File: src/rtl/div_pkg.sv
// Shared types and sizing constants for the restoring divider.
package div_pkg;

    typedef enum logic [1:0] {
        IDLE,
        CALC,
        DONE
    } div_state_t;

    localparam int DIV_WIDTH_DEFAULT = 8;
    localparam int DIV_CNT_WIDTH     = $clog2(DIV_WIDTH_DEFAULT);

    // Step counter width; floor of one bit so a WIDTH of 1 still gets a counter.
    function automatic int cnt_width(input int width);
        return (width > 1) ? $clog2(width) : 1;
    endfunction

endpackage

File: src/rtl/full_adder.sv
// One-bit full adder cell shared by the arithmetic unit.
module full_adder (
    input  logic a,
    input  logic b,
    input  logic cin,
    output logic sum,
    output logic cout
);

    assign sum  = a ^ b ^ cin;
    assign cout = (a & b) | (cin & (a ^ b));

endmodule

File: src/rtl/ripple_subtractor.sv
// N-bit A - B as a full_adder chain: B inverted, carry-in 1, cout=1 means no borrow.
module ripple_subtractor #(
    parameter int N = 9
) (
    input  logic [N-1:0] a,
    input  logic [N-1:0] b,
    output logic [N-1:0] diff,
    output logic         cout
);

    logic [N:0] carry;

    assign carry[0] = 1'b1;
    assign cout     = carry[N];

    for (genvar i = 0; i < N; i++) begin : g_stage
        full_adder u_fa (
            .a   (a[i]),
            .b   (~b[i]),
            .cin (carry[i]),
            .sum (diff[i]),
            .cout(carry[i+1])
        );
    end

endmodule

File: src/rtl/restoring_divider.sv
// Iterative unsigned restoring divider, one quotient bit per clock, start/done handshake.
module restoring_divider
    import div_pkg::*;
#(
    parameter int WIDTH = DIV_WIDTH_DEFAULT
) (
    input  logic             CLK,
    input  logic             RST,
    input  logic             Start,
    input  logic [WIDTH-1:0] Dividend,
    input  logic [WIDTH-1:0] Divisor,
    output logic             Busy,
    output logic             Done,
    output logic [WIDTH-1:0] Quotient,
    output logic [WIDTH-1:0] Remainder,
    output logic             DivByZero
);

    localparam int CW = cnt_width(WIDTH);

    div_state_t       state;
    logic [CW-1:0]    step_cnt;
    logic [WIDTH:0]   part_rem;
    logic [WIDTH-1:0] dvd_reg;
    logic [WIDTH-1:0] dvs_reg;

    logic [WIDTH:0]   shifted;
    logic [WIDTH:0]   trial;
    logic             no_borrow;
    logic [WIDTH:0]   next_rem;
    logic [WIDTH-1:0] next_quo;

    // The dividend register doubles as the quotient: its MSB shifts into the
    // remainder while the new quotient bit shifts in at the LSB.
    always_comb begin
        shifted  = (part_rem << 1) | {{WIDTH{1'b0}}, dvd_reg[WIDTH-1]};
        next_rem = no_borrow ? trial : shifted;
        next_quo = (dvd_reg << 1) | WIDTH'(no_borrow);
    end

    ripple_subtractor #(
        .N(WIDTH + 1)
    ) u_sub (
        .a   (shifted),
        .b   ({1'b0, dvs_reg}),
        .diff(trial),
        .cout(no_borrow)
    );

    always_ff @(posedge CLK) begin
        if (RST) begin
            state     <= IDLE;
            step_cnt  <= '0;
            part_rem  <= '0;
            dvd_reg   <= '0;
            dvs_reg   <= '0;
            Busy      <= 1'b0;
            Done      <= 1'b0;
            Quotient  <= '0;
            Remainder <= '0;
            DivByZero <= 1'b0;
        end else begin
            Done <= 1'b0;
            case (state)
                IDLE, DONE: begin
                    if (Start) begin
                        if (Divisor != '0) begin
                            dvd_reg   <= Dividend;
                            dvs_reg   <= Divisor;
                            part_rem  <= '0;
                            step_cnt  <= CW'(WIDTH - 1);
                            DivByZero <= 1'b0;
                            Busy      <= 1'b1;
                            state     <= CALC;
                        end else begin
                            Quotient  <= '1;
                            Remainder <= Dividend;
                            DivByZero <= 1'b1;
                            Done      <= 1'b1;
                            state     <= DONE;
                        end
                    end else begin
                        state <= IDLE;
                    end
                end
                CALC: begin
                    part_rem <= next_rem;
                    dvd_reg  <= next_quo;
                    if (step_cnt == '0) begin
                        Quotient  <= next_quo;
                        Remainder <= next_rem[WIDTH-1:0];
                        Busy      <= 1'b0;
                        Done      <= 1'b1;
                        state     <= DONE;
                    end else begin
                        step_cnt <= step_cnt - 1'b1;
                    end
                end
                default: state <= IDLE;
            endcase
        end
    end

endmodule

File: config.mk
export PLATFORM = sky130hd
export DESIGN_NAME = restoring_divider
export DESIGN_NICKNAME = d
export VERILOG_FILES = /design/src/rtl/div_pkg.sv /design/src/rtl/full_adder.sv /design/src/rtl/ripple_subtractor.sv /design/src/rtl/restoring_divider.sv
export SDC_FILE = /design/constraint.sdc
export NUM_CORES = 1
export LEC_CHECK = 0
export CORE_ASPECT_RATIO = 1.5
export CORE_UTILIZATION = 45
export DETAILED_ROUTE_END_ITERATION = 16
export PLACE_DENSITY = 0.77
export SETUP_SLACK_MARGIN = 0.1
export SLEW_MARGIN = 20
export SYNTH_ARGS = -nofsm -noshare
export SYNTH_HDL_FRONTEND = slang
export SYNTH_HIERARCHICAL = 1
export SYNTH_SLANG_ARGS = --single-unit
File: constraint.sdc
create_clock -name CLK -period 14.67 [get_ports CLK]
set_input_delay 1.467 -clock CLK [delete_from_list [all_inputs] [get_ports CLK]]
set_output_delay 1.467 -clock CLK [all_outputs]
set_load 0.02 [all_outputs]
Word level (Yosys, flattened, before mapping)
Cells that the tools add are included.
- memories: 0
- register bits: 48
- logic and storage cells: 112
- bits in writable memories: 0
- bits in read-only memories: 0
- bits in latches: 0
- bitwise logic cells: 52
- reductions and logical operators: 11
- shift operators: 0
- divide/modulo/power cells: 0
- equal/unequal tests: 7
- $mul: 0
- muxes and demuxes: 31
- add/sub/neg operators: 1
- magnitude comparators: 0
- operators with widths (kind ; count):
    $mux W8 ; 11
    $pmux W8 S2 ; 4
    $and A1 B1 Y1 ; 16
    $xor A1 B1 Y1 ; 15
    $reduce_and A4 Y1 ; 3
    $ne A2 B2 Y1 const B ; 5
    $not A1 Y1 ; 10
    $mux W3 ; 3
    $or A1 B1 Y1 ; 9
    $or A9 B1 Y9 ; 1
    $or A8 B1 Y8 ; 1
    $reduce_bool A8 Y1 ; 1
    $mux W1 ; 6
    $mux W2 ; 3
    $pmux W3 S2 ; 1
    $reduce_and A3 Y1 ; 2
    $pmux W1 S2 ; 2
    $pmux W2 S2 ; 1
    $logic_not A3 Y1 ; 1
    $sub A3 B1 Y3 const B ; 1
    $eq A2 B1 Y1 const B ; 1
    $eq A2 B2 Y1 const B ; 1
    $logic_not A2 Y1 ; 1
    $reduce_and A2 Y1 ; 1
    2 further kinds ; 2

Longest topological paths before layout
- depth after elaboration: 22
- depth in mapped cells: 15

Hierarchy
The synthesis kept the hierarchy.
- modules (own cells, without submodules) (module ; cells each ; instances ; area an instance (µm²)):
    restoring_divider ; 232 ; 1 ; 2115.8
    full_adder ; 1 ; 9 ; 20.0
    ripple_subtractor ; 10 ; 1 ; 37.5

Least setup slack after synthesis
Ideal clock, no wire load.
- path kind: register to register
- start: reg dvs_reg[0]
- end: reg Remainder[0]
- stages on the path, launching flop included: 16
- data arrival time: 4504 ps
- buffers on the path: 1
- setup slack: 10039 ps
- setup time: 128 ps
- period minus slack after synthesis: 4631 ps
- cells stage by stage: dfxtp_1 -> inv_1 -> fa_1 -> fa_1 -> fa_1 -> fa_1 -> fa_1 -> fa_1 -> fa_1 -> fa_1 -> fa_1 -> clkbuf_1 -> mux2i_1 -> mux2i_1 -> mux2i_1 -> nor2_1
- word-level cells in the longest chain between the ends: 22
- elaborated cells on any way between the ends: 24
- classes of those cells: 3 x mux; 21 x bitwise
- ends and longest elaborated chain (what ; RTL line ; source):
    from (decl) ; restoring_divider.sv:25 ; logic [WIDTH-1:0] dvs_reg;
    from (signal assigned) ; restoring_divider.sv:69 ; dvs_reg <= Divisor;
    $not A1 Y1 (*) ; ripple_subtractor.sv:19 ; .b (~b[i]),
    $and A1 B1 Y1 or $xor A1 B1 Y1 (tied branches) ; full_adder.sv:11 ; assign cout = (a & b) | (cin & (a ^ b));
    $or A1 B1 Y1 (*) ; full_adder.sv:11 ;
    via u_sub.carry[1] ; ripple_subtractor.sv:11 ; logic [N:0] carry;
    $and A1 B1 Y1 (*) ; full_adder.sv:11 ;
    $or A1 B1 Y1 (*) ; full_adder.sv:11 ;
    via u_sub.carry[2] ; ripple_subtractor.sv:11 ;
    $and A1 B1 Y1 (*) ; full_adder.sv:11 ;
    [... 1 more ...] ; - ;
    via u_sub.carry[3] ; ripple_subtractor.sv:11 ;
    [... 2 more ...] ; - ;
    via u_sub.carry[4] ; ripple_subtractor.sv:11 ;
    [... 2 more ...] ; - ;
    via u_sub.carry[5] ; ripple_subtractor.sv:11 ;
    [... 2 more ...] ; - ;
    via u_sub.carry[6] ; ripple_subtractor.sv:11 ;
    [... 2 more ...] ; - ;
    via u_sub.carry[7] ; ripple_subtractor.sv:11 ;
    [... 1 more ...] ; - ;
    $or A1 B1 Y1 (*) ; full_adder.sv:11 ;
    via u_sub.carry[8] ; ripple_subtractor.sv:11 ;
    $and A1 B1 Y1 (*) ; full_adder.sv:11 ;
    $or A1 B1 Y1 (*) ; full_adder.sv:11 ;
    via no_borrow ; restoring_divider.sv:29 ; logic no_borrow;
    $mux W8 (*) ; restoring_divider.sv:37 ; next_rem = no_borrow ? trial : shifted;
    $mux W8 (*) ; restoring_divider.sv:89 ; if (step_cnt == '0) begin
    $pmux W8 S2 (*) ; restoring_divider.sv:64 ; case (state)
    to (signal assigned) ; restoring_divider.sv:77 ; Remainder <= Dividend;
    to (signal assigned) ; restoring_divider.sv:91 ; Remainder <= next_rem[WIDTH-1:0];
    to (decl) ; restoring_divider.sv:15 ; output logic [WIDTH-1:0] Remainder,
Mark *: on every way through the listed nets, which the timed path passes. The rest lies on a longest branch. The select of a mux whose other input is x is not followed.
A chain may end at the register's enable or synchronous reset.

Worst setup path in the final report
- start: reg dvs_reg[0]
- end: reg Remainder[4]
The elaborated chain is that of the path after synthesis.

==> flow_metrics.env <==
export IMPL_timing_final_crit_share=0.339
export IMPL_portBuffers=37
export IMPL_synth_compound_area_share=0.117
export IMPL_peakVddDrop_v=0.0000719
export IMPL_grt_overflow_total=0
export IMPL_ys_types=29
export IMPL_grt_use_total=0.189
export IMPL_grt_pass1_wl_um=7980
export IMPL_grt_start_max_net_pins=49
export IMPL_cts_tree="yes"
export IMPL_dr_wl_met3_um=143
export IMPL_path_class="flop to flop"
export IMPL_cp_start_kind="flop"
export IMPL_ctsLongestPathBuffers=2
export IMPL_cts_buffers=5
export IMPL_die_w_um=60.8
export IMPL_topRoutingLayerUsed="met4"
export IMPL_final_cells=347
export IMPL_status="finished clean"
export IMPL_synth_area_mux_share=0.103
export IMPL_postSynthCellCount=251
export IMPL_cts_resized=0
export IMPL_syn_area_sq_um=2330
export IMPL_rows=31
export IMPL_start_util=0.477
export IMPL_synth_xor_area_share=0
export IMPL_core_area_sq_um=4890
export IMPL_ant_nets=0
export IMPL_max_freq_ghz=0.201
export IMPL_hold_violations=0
export IMPL_wl_per_cell_um=12.8
export IMPL_synth_top_area_frac=0.412
export IMPL_fp_dieArea_sq_um=5480
export IMPL_cts_hold_buf=0
export IMPL_slew_headroom=0.315
export IMPL_setup_viol=0
export IMPL_yosysTopAreaCell="dfxtp_1"
export IMPL_ys_ff_latch=48
export IMPL_h_tree_depth=2
export IMPL_synthSimpleGateAreaFrac=0.202
export IMPL_async_flop_share=0
export IMPL_totalWireLength_um=4460
export IMPL_yosysWarnings=6
export IMPL_synth_area_top_cells="dfxtp_1, mux2i_1, fa_1"
export IMPL_synthFlopType="dfxtp_1"
export IMPL_m1WireLength_um=1860
export IMPL_stdcell_area_sq_um=2820
export IMPL_root_buffer="clkbuf_8"
export IMPL_synth_edf_count=0
export IMPL_place_inst=339
export IMPL_die_h_um=90.2
export IMPL_arrival_ns=5.12
export IMPL_via_count=1756
export IMPL_layout_min_cycle_time_ns=4.97
export IMPL_slew_viol_final=0
export IMPL_synthToLayoutAreaGrowth_pct=20.9
export IMPL_critPathMaxFanout=10
export IMPL_finClkSkew_ns=0.0126
export IMPL_place_area_sq_um=2710
export IMPL_postCtsSetupRepairBufs=0
export IMPL_fin_nets=310
export IMPL_ys_seq_area_frac=0.412
export IMPL_hp_class="flop to flop"
export IMPL_fillerInstances=460
export IMPL_rsz0062_at_grt="false"
export IMPL_cts_sinks=48
export IMPL_drv_cap=0
export IMPL_first_pass_iters=4
export IMPL_grt_antenna_before_repair=0
export IMPL_grt_pass1_vias=1792
export IMPL_hpwlAfterDp_um=3250
export IMPL_finalSetupTns_ns=0
export IMPL_clk_pin_slew_ns=0.08
export IMPL_syn_nets=281
export IMPL_viasPerCell=5.06
export IMPL_io_pins=38
export IMPL_met2_length_um=2400
export IMPL_p_per_area_nw_per_um2=112
export IMPL_synth_area_per_cell_sq_um=9.30
export IMPL_drtIter0Drc=48
export IMPL_drc=0
export IMPL_cellLeakagePower_nw=1.06
export IMPL_cp_required_ns=14.81
export IMPL_synthAdderAreaFrac=0.0879
export IMPL_drive_above_1_share=0.128
export IMPL_synth_top_family_by_area="simple AND/OR/NAND/NOR gates"
export IMPL_clkLatencyLatePin_ns=0.30
export IMPL_hold_ws_ns=0.456
export IMPL_endpoint_kind="flop"
export IMPL_worstMarginPinSlew_ns=1.03
export IMPL_gp_congestion=0.816
export IMPL_diodes=0
-- metrics by stage --
stage | util | worst slack (ns) | power (mW)
after global placement | 0.555 | 9.82 | 0.223
after floorplan | - | 10.04 | 0.204
after CTS | 0.577 | 9.70 | 0.317
after global routing | 0.577 | 9.41 | 0.332
after detailed placement | 0.555 | 9.71 | 0.225
final | 0.577 | 9.70 | 0.315
-- critical path, stage by stage (launching register included) --
cell and delay [ns]:
dfxtp_1 0.34, inv_1 0.06, fa_1 0.41, fa_1 0.39
fa_1 0.39, fa_1 0.40, fa_1 0.39, fa_1 0.39
fa_1 0.40, fa_1 0.41, fa_1 0.61, mux2i_1 0.33
mux2i_1 0.12, mux2i_1 0.14, nor2_1 0.05
-- metal layers --
layer	vias up	global-route usage
li1	894	-
met5	-	0
met4	0	0.0663
met2	36	0.321
met3	5	0.0403
met1	821	0.225
-- synth_stat cells, types with 2 or more instances --
cell / n
inv_1: 21
nor2b_1: 4
nor3_2: 8
nand2_1: 16
mux2i_1: 24
buf_2: 3
a211oi_1: 3
a21oi_1: 9
nor2_1: 45
clkbuf_1: 11
a2111oi_2: 8
ha_1: 2
fa_1: 9
a31oi_1: 8
nor2_2: 8
nor3_1: 11
dfxtp_1: 48
conb_1: 2
-- layout make-up --
type | count | area [sq um] | share of cell area
Tap cell | 66 | 82.6 | 0.0293
Sequential cell | 48 | 961 | 0.341
Multi-Input combinational cell | 165 | 1210 | 0.429
Timing Repair Buffer | 39 | 380 | 0.135
Inverter | 21 | 78.8 | 0.0280
Clock inverter | 2 | 35.0 | 0.0124
Clock buffer | 6 | 72.6 | 0.0257
-- worst paths after layout --
| kind | slack, ns | end | startpoint | cells after the start |
|---|---|---|---|---|
| max | 9.70 | Remainder[4] | dvs_reg[0] | 14 |
| max reg2reg | 9.70 | Remainder[4] | dvs_reg[0] | 14 |
| min reg2reg | 0.46 | dvs_reg[4] | dvs_reg[4] | 2 |
| min | 0.46 | dvs_reg[4] | dvs_reg[4] | 2 |
-- cells in the final DEF, fill, tap and decap left out, types with 2 or more instances in the layout --
master	synthesis	final
a21oi_1	9	9
nor3_1	11	11
a211oi_1	3	3
inv_1	21	21
dfxtp_1	48	48
clkbuf_8	0	5
a2111oi_2	8	8
nand2_1	16	16
nor2_1	45	45
clkdlybuf4s50_1	0	36
mux2i_1	24	24
conb_1	2	2
nor2b_1	4	4
ha_1	2	2
nor3_2	8	8
fa_1	9	9
nor2_2	8	8
a31oi_1	8	8
buf_4	1	2
-- where the power goes --
group	total, mW	switching (mW)	internal (mW)
Clock	0.0925	0.0419	0.0506
Sequential	0.147	0.00673	0.140
Combinational	0.0748	0.0411	0.0338
Total	0.315	0.0897	0.225
-- logic make-up (layout without fill, tap and decap cells) --
kind of cell	after synthesis	in the layout
other	2	2
buffers and inverters	38	68
DFF	48	48
muxes	24	24
and+or+nand+nor	96	96
AOI/OAI and AO/OA	32	32
adders and majority gates	11	11
(Power assumes the default switching activity.)
